<file path="config.mk">
export PLATFORM = sky130hd
export DESIGN_NAME = iob_eth_csr_rsp
export DESIGN_NICKNAME = d
export VERILOG_FILES = /design/src/rtl/iob_eth_csr_rsp.sv
export SDC_FILE = /design/constraint.sdc
export NUM_CORES = 1
export LEC_CHECK = 0
export ABC_AREA = 1
export ABC_CLOCK_PERIOD_IN_PS = 7400
export CAP_MARGIN = 20
export CORE_ASPECT_RATIO = 0.8
export CORE_MARGIN = 5
export CORE_UTILIZATION = 44
export CTS_BUF_LIST = sky130_fd_sc_hd__clkbuf_2
export CTS_CLUSTER_SIZE = 16
export DETAILED_ROUTE_END_ITERATION = 10
export HOLD_SLACK_MARGIN = 0.02
export PLACE_DENSITY_LB_ADDON = 0.25
export SYNTH_ARGS = -nofsm -noshare
export SYNTH_HDL_FRONTEND = slang
export SYNTH_SLANG_ARGS = --single-unit
</file>
<file path="constraint.sdc">
create_clock -name clk_i -period 7.4 [get_ports clk_i]
set_clock_uncertainty 0.05 [all_clocks]
set_input_delay 1.48 -clock clk_i [delete_from_list [all_inputs] [get_ports clk_i]]
set_output_delay 1.48 -clock clk_i [all_outputs]
set_load 0.05 [all_outputs]
</file>
<file path="src/rtl/iob_eth_csr_rsp.sv">
// Bank of independent read-only CSR response channels: each channel captures its
// source value on request, holds it until consumed, and can clear or wait on the source.
module iob_eth_csr_rsp #(
    parameter int              NCH       = 5,
    parameter int              DATA_W    = 32,
    parameter logic [NCH-1:0]  CLR_MASK  = {NCH{1'b0}},
    parameter logic [NCH-1:0]  WAIT_MASK = {NCH{1'b0}}
) (
    input  logic                  clk_i,
    input  logic                  cke_i,
    input  logic                  rst_i,
    input  logic [NCH-1:0]        valid_i,
    output logic [NCH-1:0]        ready_o,
    output logic [NCH-1:0]        rvalid_o,
    input  logic [NCH-1:0]        rready_i,
    input  logic [NCH*DATA_W-1:0] value_i,
    output logic [NCH*DATA_W-1:0] rdata_o,
    input  logic [NCH-1:0]        busy_i,
    output logic [NCH-1:0]        clr_o,
    output logic [NCH-1:0]        overrun_o
);

    typedef enum logic [0:0] {
        IDLE = 1'b0,
        RSP  = 1'b1
    } state_t;

    state_t                state_r     [NCH];
    state_t                state_nxt_s [NCH];
    logic [NCH-1:0]        ready_s;
    logic [NCH-1:0]        accept_s;
    logic [NCH-1:0]        clr_s;
    logic [NCH-1:0]        overrun_set_s;
    logic [NCH-1:0]        rvalid_s;
    logic [NCH-1:0]        overrun_r;
    logic [NCH*DATA_W-1:0] rdata_r;

    // Per-channel handshake decode and next-state selection
    always_comb begin
        ready_s       = {NCH{1'b0}};
        accept_s      = {NCH{1'b0}};
        clr_s         = {NCH{1'b0}};
        overrun_set_s = {NCH{1'b0}};
        rvalid_s      = {NCH{1'b0}};
        for (int k = 0; k < NCH; k++) begin
            state_nxt_s[k] = state_r[k];
            if (rst_i) begin
                ready_s[k] = 1'b0;
            end else begin
                ready_s[k] = (state_r[k] == IDLE) && !(WAIT_MASK[k] && busy_i[k]);
            end
            accept_s[k] = valid_i[k] & ready_s[k];
            // The clear pulse shares the capture cycle, so the pre-clear value is returned
            clr_s[k]    = accept_s[k] & CLR_MASK[k];
            rvalid_s[k] = (state_r[k] == RSP);
            case (state_r[k])
                IDLE: begin
                    if (accept_s[k]) begin
                        state_nxt_s[k] = RSP;
                    end else begin
                        state_nxt_s[k] = IDLE;
                    end
                end
                RSP: begin
                    overrun_set_s[k] = valid_i[k] & ~rready_i[k];
                    if (rready_i[k]) begin
                        state_nxt_s[k] = IDLE;
                    end else begin
                        state_nxt_s[k] = RSP;
                    end
                end
                default: begin
                    state_nxt_s[k] = IDLE;
                end
            endcase
        end
    end

    // State, captured data and sticky overrun; everything frozen while cke_i is low
    always_ff @(posedge clk_i) begin
        if (cke_i) begin
            if (rst_i) begin
                for (int k = 0; k < NCH; k++) begin
                    state_r[k] <= IDLE;
                end
                rdata_r   <= {(NCH*DATA_W){1'b0}};
                overrun_r <= {NCH{1'b0}};
            end else begin
                for (int k = 0; k < NCH; k++) begin
                    state_r[k] <= state_nxt_s[k];
                    if (accept_s[k]) begin
                        rdata_r[k*DATA_W +: DATA_W] <= value_i[k*DATA_W +: DATA_W];
                    end
                end
                overrun_r <= overrun_r | overrun_set_s;
            end
        end
    end

    assign ready_o   = ready_s;
    assign clr_o     = clr_s;
    assign rvalid_o  = rvalid_s;
    assign rdata_o   = rdata_r;
    assign overrun_o = overrun_r;

endmodule

</file>
==> results of run 1 <==
[metrics by stage]
stage | setup slack [ns] | total power [mW] | hold slack, ns | instances | util (%)
finish | 2.877 | 2.096 | 0.6075 | 1134 | 70.62
floorplan | 2.858 | 1.417 | 0.8793 | 568 | -
CTS | 2.853 | 2.113 | 0.6152 | 1132 | 70.36
detailed placement | 2.850 | 1.617 | 0.5684 | 1101 | 68.75
global placement | 2.863 | 1.609 | 0.5474 | 1101 | 68.75
global route | 2.761 | 2.176 | 0.6524 | 1134 | 70.62
[worst register-to-register path, cell delays in order, from the launching register on]
cell      delay [ns]
edfxtp_1        0.48
nor2_1          0.16
nand2_1         0.15
a21oi_4         0.83
[Yosys cell counts]
cell type,n,area (um2)
conb_1,1,3.750
clkbuf_1,1,3.750
inv_1,172,645.6
nor2_1,155,581.8
nand2_1,11,41.29
buf_2,1,5.000
edfxtp_1,170,5105
nand3_1,5,25.02
a21oi_1,15,75.07
buf_4,5,37.54
buf_6,18,202.7
nor2_2,10,62.56
[metal layers]
| metal | vias up | part of all wire, % | global-route usage [%] |
|---|---|---|---|
| met5 | - | 0.071 | 0 |
| met4 | 2 | 1.4 | 4.860 |
| met3 | 15 | 13 | 11.20 |
| met2 | 216 | 53 | 36.05 |
| met1 | 2254 | 32 | 18.89 |
| li1 | 2390 | - | - |
[flip-flops by register name, indices dropped and copies added (netlist names)]
name,cells
state_r,5
overrun_o,5
rdata_o,160
[power by group through the flow]
stage               logic, mW  clock network (mW)  registers (mW)
detailed placement      0.462                   0            1.16
finish                  0.461               0.502            1.13
CTS                     0.463               0.516            1.13
floorplan              0.0897                   0            1.33
global placement        0.456                   0            1.15
global route            0.485               0.553            1.14
[layout make-up]
type | instances | area [um2] | area share (%)
Clock buffer | 18 | 90.09 | 0.8468
Clock inverter | 13 | 152.6 | 1.435
Inverter | 172 | 645.6 | 6.068
Multi-Input combinational cell | 201 | 860.8 | 8.091
Sequential cell | 170 | 5105 | 47.98
Tap cell | 210 | 262.8 | 2.470
Timing Repair Buffer | 350 | 3522 | 33.11
[path summary, 6_finish.rpt]
check	startpoint	endpoint	slack [ns]
max	rst_i	ready_o[0]	2.88
min	overrun_o[0]$_SDFFCE_PP0P_	overrun_o[0]$_SDFFCE_PP0P_	0.61
max reg2reg	state_r[0][1]$_SDFFCE_PN0P_	rdata_o[46]$_SDFFCE_PP0P_	5.38
min reg2reg	overrun_o[0]$_SDFFCE_PP0P_	overrun_o[0]$_SDFFCE_PP0P_	0.61
[cells by family after synthesis]
family,after synthesis
buf+inv,197
simple gates,181
flops,170
compound gates,15
other cells,1
==> flow_summary.ini, run 1 <==
[critical_path]
cp.depth = 3
critPathArrivalTime_ns = 2.99
crit_buf_inv = 2
worst-setup-path-type = in -> out
cp_cell_sequence = buf_6, nor2_1, clkdlybuf4s50_1
critical-path-max-stage-delay_ns = 0.76
crit_slowest_cell = clkdlybuf4s50_1
worstPathRequired_ns = 5.87
crit_fanout = 107
cp_top_family = buffers and inverters
worstSetupEndpointType = output pin
startpoint_type = input port
ff2ff_path_depth = 3

[floorplanning]
pin_count = 358
core_region_area_um2 = 15060
die_x_um = 148.9
die_h_um = 121.1
start_util_pct = 45.07
die-area_um2 = 18030
num_rows = 40

[sta]
setup-violations-final = 0
rsz0062_at_grt = no
setup_tns_ns = 0
hold_viol = 0
fin_crit_ns = 4.523
tightestPinTransition_ns = 1.025
final_max_slew_viol_count = 0
min_period_over_period_pct = 61.12
slew_headroom_pct = 31.49
fmax_mhz = 221.1

[cts]
cts_tree = yes
cts.reportedPaths.clkPinSlew_ns = 0.21
cts_root_buffer = clkbuf_2
post_cts_resized = 0
cts_buffers = 17
clockBufferDepth = 2
htreeDepth = 4
hold_buffers = 0
clock_latency_ns = 0.68
clock_sinks = 170
cts_setup_buffers = 0

[drt]
wire_per_inst_um = 16.19
drc = 0
vias_per_cell = 4.301
wl_mm = 18.36
drtIter0Drc = 265
ant_nets = 0
firstDrtPassIters = 4
vias = 4877

[global_route]
grt_pass1_vias = 4751
grt_pass1_wl_mm = 26.15
overflow = 0
antenna_found_initial = 1
grtUsageTotal_pct = 19.61
grt_max_degree = 108

[yosys]
synthXorXnorAreaFrac_pct = 0
synthAdderAreaFrac_pct = 0
ys_seq_elements = 170
synth_cell_types = 12
synth_mux_area_share_pct = 0
syn_avg_cell_area_um2 = 12.04
ys_warn_count = 0
netlist_instances = 564
yosys.area_share.simple_pct = 10.47
synth-compound-area-share_pct = 1.106
synth_area_um2 = 6789
synth_top_family_by_area = buffers and inverters
synth_seq_area_share_pct = 75.19

[finish]
syn_to_final_growth_pct = 56.71
num_antenna_cells = 0
fillCellCount = 1104
drive_gt1_share_pct = 5.195
layout.nets = 1090
final_area_um2 = 10640
layout_common_cells = 346 x clkdlybuf4s50_1, 172 x inv_1, 170 x edfxtp_1
final_common_cell = clkdlybuf4s50_1

[pwr]
pwr-share-clk_pct = 24.0
seq_power_share_pct = 54.0
power_density_nw_per_um2 = 197.0
irDropWorstVdd_v = 0.0001957
power_frac_comb_pct = 22.0
p_int_mw = 1.484
p_switching_uw = 612.1
leakagePower_nw = 4.484
swShare_pct = 29.20

[placed_design]
place_area_um2 = 10360
gp_routability_congestion = 0.7650
io_buffers = 347
hpwlAfterDp_mm = 13.88

[outcome]
status = finished, final reports clean

[worst_hold_path]
hp-class = reg -> reg
min_path_cells = 2

[flow_run]
maxCapViolCount = 0
No activity file was read; power rests on OpenSTA's default activity.
==> run 2: changes to the inputs <==
--- a/config.mk
+++ b/config.mk
@@ -6,11 +6,11 @@
 export NUM_CORES = 1
 export LEC_CHECK = 0
 export ABC_AREA = 1
-export ABC_CLOCK_PERIOD_IN_PS = 7400
+export ABC_CLOCK_PERIOD_IN_PS = 3670
 export CAP_MARGIN = 20
 export CORE_ASPECT_RATIO = 0.8
 export CORE_MARGIN = 5
-export CORE_UTILIZATION = 44
+export CORE_UTILIZATION = 37
 export CTS_BUF_LIST = sky130_fd_sc_hd__clkbuf_2
 export CTS_CLUSTER_SIZE = 16
 export DETAILED_ROUTE_END_ITERATION = 10
==> constraint.sdc (replaced) <==
create_clock -name clk_i -period 3.67 [get_ports clk_i]
set_clock_uncertainty 0.05 [all_clocks]
set_input_delay 0.734 -clock clk_i [delete_from_list [all_inputs] [get_ports clk_i]]
set_output_delay 0.734 -clock clk_i [all_outputs]
set_load 0.05 [all_outputs]
==> run 2 against run 1 <==
  * Via count down 1.1%
  * Worst setup slack worse by 2.3 ns
  * Wire length decreased by 2.3%
  * Combinational power grew 100%
  * Core utilization shrank 11 points
  * First-iteration DRC count rose by 3.8%
  * Sequential power rose by 100%
  * Hold slack worse by 0.19 ns
  * Sequential cell count did not move
  * Register-to-register slack got worse by 3.4 ns
  * Non-clock buffer count grew 6
  * Highest routed layer is now met4
==> flow_summary.ini, run 2 (synthesis results as in run 1) <==
[cts]
cts.reportedPaths.clkPinSlew_ns = 0.25
cts_setup_buffers = 0
clock_latency_ns = 0.70
cts_buffers = 17
clockBufferDepth = 2
cts_tree = yes
clock_sinks = 170
post_cts_resized = 0
cts_root_buffer = clkbuf_2
htreeDepth = 4
hold_buffers = 0

[placed_design]
hpwlAfterDp_mm = 13.71
gp_routability_congestion = 0.7712
place_inst = 1129
io_buffers = 347

[drt]
vias_per_cell = 4.151
vias = 4823
wl_mm = 17.93
drc = 0
drtIter0Drc = 275
wire_per_inst_um = 15.43
ant_nets = 0
firstDrtPassIters = 7

[sta]
fin_crit_ns = 3.058
final_max_slew_viol_count = 0
tightestPinTransition_ns = 0.7009
hold_viol = 0
slew_headroom_pct = 53.27
rsz0062_at_grt = no
fmax_mhz = 327.0
setup-violations-final = 0
min_period_over_period_pct = 83.34

[floorplanning]
core_region_area_um2 = 18110
pin_count = 358
die_x_um = 161.4
start_util_pct = 37.48
die_h_um = 131.2
num_rows = 44
die-area_um2 = 21170

[critical_path]
startpoint_type = flip-flop
critical-path-max-stage-delay_ns = 0.89
crit_buf_inv = 1
cp_top_family = buffers and inverters
worstPathRequired_ns = 2.89
worst-setup-path-type = reg -> out
crit_fanout = 4
worstSetupEndpointType = output pin
critPathArrivalTime_ns = 2.27
crit_slowest_cell = clkdlybuf4s50_1
cp_cell_sequence = nor2_1, clkdlybuf4s50_1

[global_route]
grt_pass1_wl_mm = 26.19
grt_pass1_vias = 4503
grt_max_degree = 63
overflow = 0
grtUsageTotal_pct = 16.30
antenna_found_initial = 1

[finish]
final_util_pct = 59.23
instances_no_fill = 1162
drive_gt1_share_pct = 6.122
layout_common_cells = 346 x clkdlybuf4s50_1, 172 x inv_1, 170 x edfxtp_1
layout.nets = 1096
largest_reg_flops = 160
syn_to_final_growth_pct = 58.02
final_common_cell = clkdlybuf4s50_1

[outcome]
status = finished, final reports clean

[pwr]
power_density_nw_per_um2 = 405.3
leakagePower_nw = 4.519
irDropWorstVdd_v = 0.0002473

[worst_hold_path]
hp-class = in -> reg

[flow_run]
maxCapViolCount = 0
==> run 2: changes by cell type in the layout (fill, tap and decap cells not counted) <==
| cell | delta |
|---|---|
| buf_4 | +9 |
| clkinv_2 | -4 |
| inv_6 | +3 |
| buf_12 | -2 |
| clkbuf_2 | +2 |
| clkinv_1 | -2 |
| clkinvlp_4 | +2 |
| buf_6 | -1 |
| bufinv_16 | +1 |
| clkinv_4 | -1 |
| diode_2 | +1 |
==> run 2: worst reg2reg max path, delay by kind of cell, from the launching register on <==
| kind | cells | cell delay [ns] |
|---|---|---|
| simple gates | 2 | 0.34 |
| flops | 1 | 0.48 |
| buf+inv | 1 | 0.39 |
| compound gates | 1 | 0.15 |
==> run 2: path summary, 6_finish.rpt <==
| kind | to | slack [ns] | depth (start not counted) | start |
|---|---|---|---|---|
| max | ready_o[0] | 0.61 | 2 | state_r[0][0]$_SDFFCE_PN0P_ |
| min | rdata_o[67]$_SDFFCE_PP0P_ | 0.42 | 2 | rst_i |
| max reg2reg | rdata_o[125]$_SDFFCE_PP0P_ | 1.94 | 4 | state_r[0][3]$_SDFFCE_PN0P_ |
| min reg2reg | overrun_o[2]$_SDFFCE_PP0P_ | 0.62 | 2 | overrun_o[2]$_SDFFCE_PP0P_ |
==> run 2: metal layers <==
layer | global-route usage [%] | up-vias | share of wire [%]
li1 | - | 2404 | -
met1 | 18.01 | 2165 | 38
met2 | 27.81 | 241 | 49
met3 | 8.297 | 13 | 12
met4 | 4.500 | 0 | 1.5
met5 | 0 | - | 0
==> run 2: layout make-up <==
class	count	area, um2
flip-flops and latches	170	5105
inverters	172	645.6
clock inverters	12	187.7
repair buffers	356	3538
clock buffers	20	100.1
diodes	1	2.502
well taps	230	287.8
fillers	1508	7385
multi-input cells	201	860.8
==> run 2: where the power goes <==
part           switching, mW  internal [mW]
Combinational          0.565          0.361
Clock                  0.672          0.467
Sequential            0.0273           2.26
==> run 2: metrics by stage <==
step	area [um2]	TNS (ns)	power, mW	hold slack [ns]	setup slack (ns)
after global placement	10440	0	3.253	0.5495	0.7369
after floorplan	6815	-7.220	2.856	0.7965	-0.1128
after CTS	10730	0	4.398	0.3491	0.5274
after global routing	10730	0	4.525	0.3128	0.3920
after detailed placement	10440	0	3.263	0.5704	0.7654
final	10730	0	4.348	0.4216	0.6116
==> run 3: changes to the inputs <==
--- a/config.mk
+++ b/config.mk
@@ -6,11 +6,11 @@
 export NUM_CORES = 1
 export LEC_CHECK = 0
 export ABC_AREA = 1
-export ABC_CLOCK_PERIOD_IN_PS = 3670
+export ABC_CLOCK_PERIOD_IN_PS = 2950
 export CAP_MARGIN = 20
 export CORE_ASPECT_RATIO = 0.8
 export CORE_MARGIN = 5
-export CORE_UTILIZATION = 37
+export CORE_UTILIZATION = 41
 export CTS_BUF_LIST = sky130_fd_sc_hd__clkbuf_2
 export CTS_CLUSTER_SIZE = 16
 export DETAILED_ROUTE_END_ITERATION = 10
==> constraint.sdc (replaced) <==
create_clock -name clk_i -period 2.95 [get_ports clk_i]
set_clock_uncertainty 0.05 [all_clocks]
set_input_delay 0.59 -clock clk_i [delete_from_list [all_inputs] [get_ports clk_i]]
set_output_delay 0.59 -clock clk_i [all_outputs]
set_load 0.05 [all_outputs]
==> run 3 against run 2 <==
  * Core utilization rose by 5.7 points
  * Cell area shrank 0.84%
  * Critical path depth decreased by 1
  * Critical path type unchanged
  * Cell count shrank 0.77%
  * Clock power hardly changed
  * Global-route usage is 2.2 points higher
  * Total power is 18% higher
  * First-iteration DRC count decreased by 2.9%
  * Sequential power is 25% higher
  * Combinational power increased by 24%
==> flow_summary.ini, run 3 (synthesis results as in run 1) <==
[critical_path]
cp_top_family = buffers and inverters
critical-path-max-stage-delay_ns = 0.86
crit_slowest_cell = clkdlybuf4s50_1
critPathLaunch = state_r[0][0]$_SDFFCE_PN0P_
r2r_end = rdata_o[62]$_SDFFCE_PP0P_
r2r_start = state_r[0][1]$_SDFFCE_PN0P_
startpoint_type = flip-flop
r2r_slack_ns = 1.25
worst-setup-path-type = reg -> out
cp-endpoint = rvalid_o[0]
worstPathRequired_ns = 2.31
crit_buf_inv = 1
critPathArrivalTime_ns = 2.01
worstSetupEndpointType = output pin
cp_cell_sequence = clkdlybuf4s50_1
ff2ff_path_depth = 4
crit_fanout = 4
cp.depth = 1

[cts]
clockBufferDepth = 2
cts.reportedPaths.clkPinSlew_ns = 0.22
cts_setup_buffers = 0
htreeDepth = 4
clock_sinks = 170
hold_buffers = 0
cts_tree = yes
cts_buffers = 17
cts_root_buffer = clkbuf_2
clock_latency_ns = 0.71
post_cts_resized = 0

[finish]
drive_gt1_share_pct = 6.445
layout_common_cells = 341 x clkdlybuf4s50_1, 172 x inv_1, 170 x edfxtp_1
fillCellCount = 1306
largest_reg_flops = 160
syn_to_final_growth_pct = 56.69
layout.nets = 1096
final_common_cell = clkdlybuf4s50_1
final_util_pct = 64.88

[floorplanning]
core_region_area_um2 = 16400
die-area_um2 = 19250
start_util_pct = 41.41
die_h_um = 125.1
die_x_um = 153.9
pin_count = 358
num_rows = 42

[global_route]
antenna_found_initial = 1
grtUsageTotal_pct = 18.55
grt_pass1_vias = 4897
grt_pass1_wl_mm = 27.23
overflow = 0
grt_max_degree = 91

[drt]
vias_per_cell = 4.208
drtIter0Drc = 267
ant_nets = 0
firstDrtPassIters = 6
wl_mm = 17.97
drc = 0
wire_per_inst_um = 15.59
vias = 4852

[sta]
fin_crit_ns = 2.652
hold_viol = 0
final_max_slew_viol_count = 0
min_period_over_period_pct = 89.88
setup-violations-final = 0
setup_tns_ns = 0
fmax_mhz = 377.1
tightestPinTransition_ns = 0.9512
rsz0062_at_grt = no
slew_headroom_pct = 36.59

[pwr]
power_density_nw_per_um2 = 482.6
irDropWorstVdd_v = 0.0003142
finalPower_mw = 5.134
leakagePower_nw = 4.504

[flow_run]
maxCapViolCount = 0

[placed_design]
io_buffers = 347
gp_routability_congestion = 0.8084
hpwlAfterDp_mm = 13.91

[outcome]
status = finished, final reports clean

[worst_hold_path]
hp-class = in -> reg
min_from = rst_i
==> run 3: how the worst min path moves through the flow <==
| stage | end | slack, ns | cells after the start |
|---|---|---|---|
| floorplan | overrun_o[0]$_SDFFCE_PP0P_ | 0.65 | 0 |
| global placement | overrun_o[1]$_SDFFCE_PP0P_ | 0.55 | 2 |
| detailed placement | overrun_o[0]$_SDFFCE_PP0P_ | 0.56 | 2 |
| CTS | rdata_o[118]$_SDFFCE_PP0P_ | 0.12 | 2 |
| global route | rdata_o[118]$_SDFFCE_PP0P_ | 0.1 | 2 |
| finish | rdata_o[119]$_SDFFCE_PP0P_ | 0.20 | 2 |
==> run 3: power by group <==
group / internal (mW) / total, mW / switching [mW]
sequential: 2.81 / 2.84 / 0.0330
combinational: 0.448 / 1.15 / 0.705
clock: 0.312 / 1.14 / 0.829
==> run 3: final cells by class <==
type	count	area [um2]	share of cell area [%]
clock buffers	18	90.09	0.8469
flip-flops and latches	170	5105	47.99
clock inverters	14	121.4	1.141
repair buffers	356	3535	33.23
multi-input cells	201	860.8	8.092
diodes	2	5.005	0.04705
inverters	172	645.6	6.069
well taps	220	275.3	2.588
==> run 3: metrics by stage <==
step	hold slack [ns]	instances	area (um2)	setup slack (ns)
2_1_floorplan	0.6525	568	6860	0.2152
3_3_place_gp	0.5487	1119	10420	0.5709
3_5_place_dp	0.5648	1119	10420	0.5493
4_1_cts	0.1186	1151	10630	0.02687
5_1_grt	0.09931	1153	10640	0.1468
6_report	0.2046	1153	10640	0.2984
==> run 3: layer usage <==
| layer | global-route usage, % | wire (um) | vias up |
|---|---|---|---|
| met3 | 7.565 | 1689 | 20 |
| li1 | - | - | 2412 |
| met5 | 0 | 0 | - |
| met2 | 34.03 | 9609 | 203 |
| met1 | 19.53 | 6358 | 2217 |
| met4 | 5.504 | 312 | 0 |
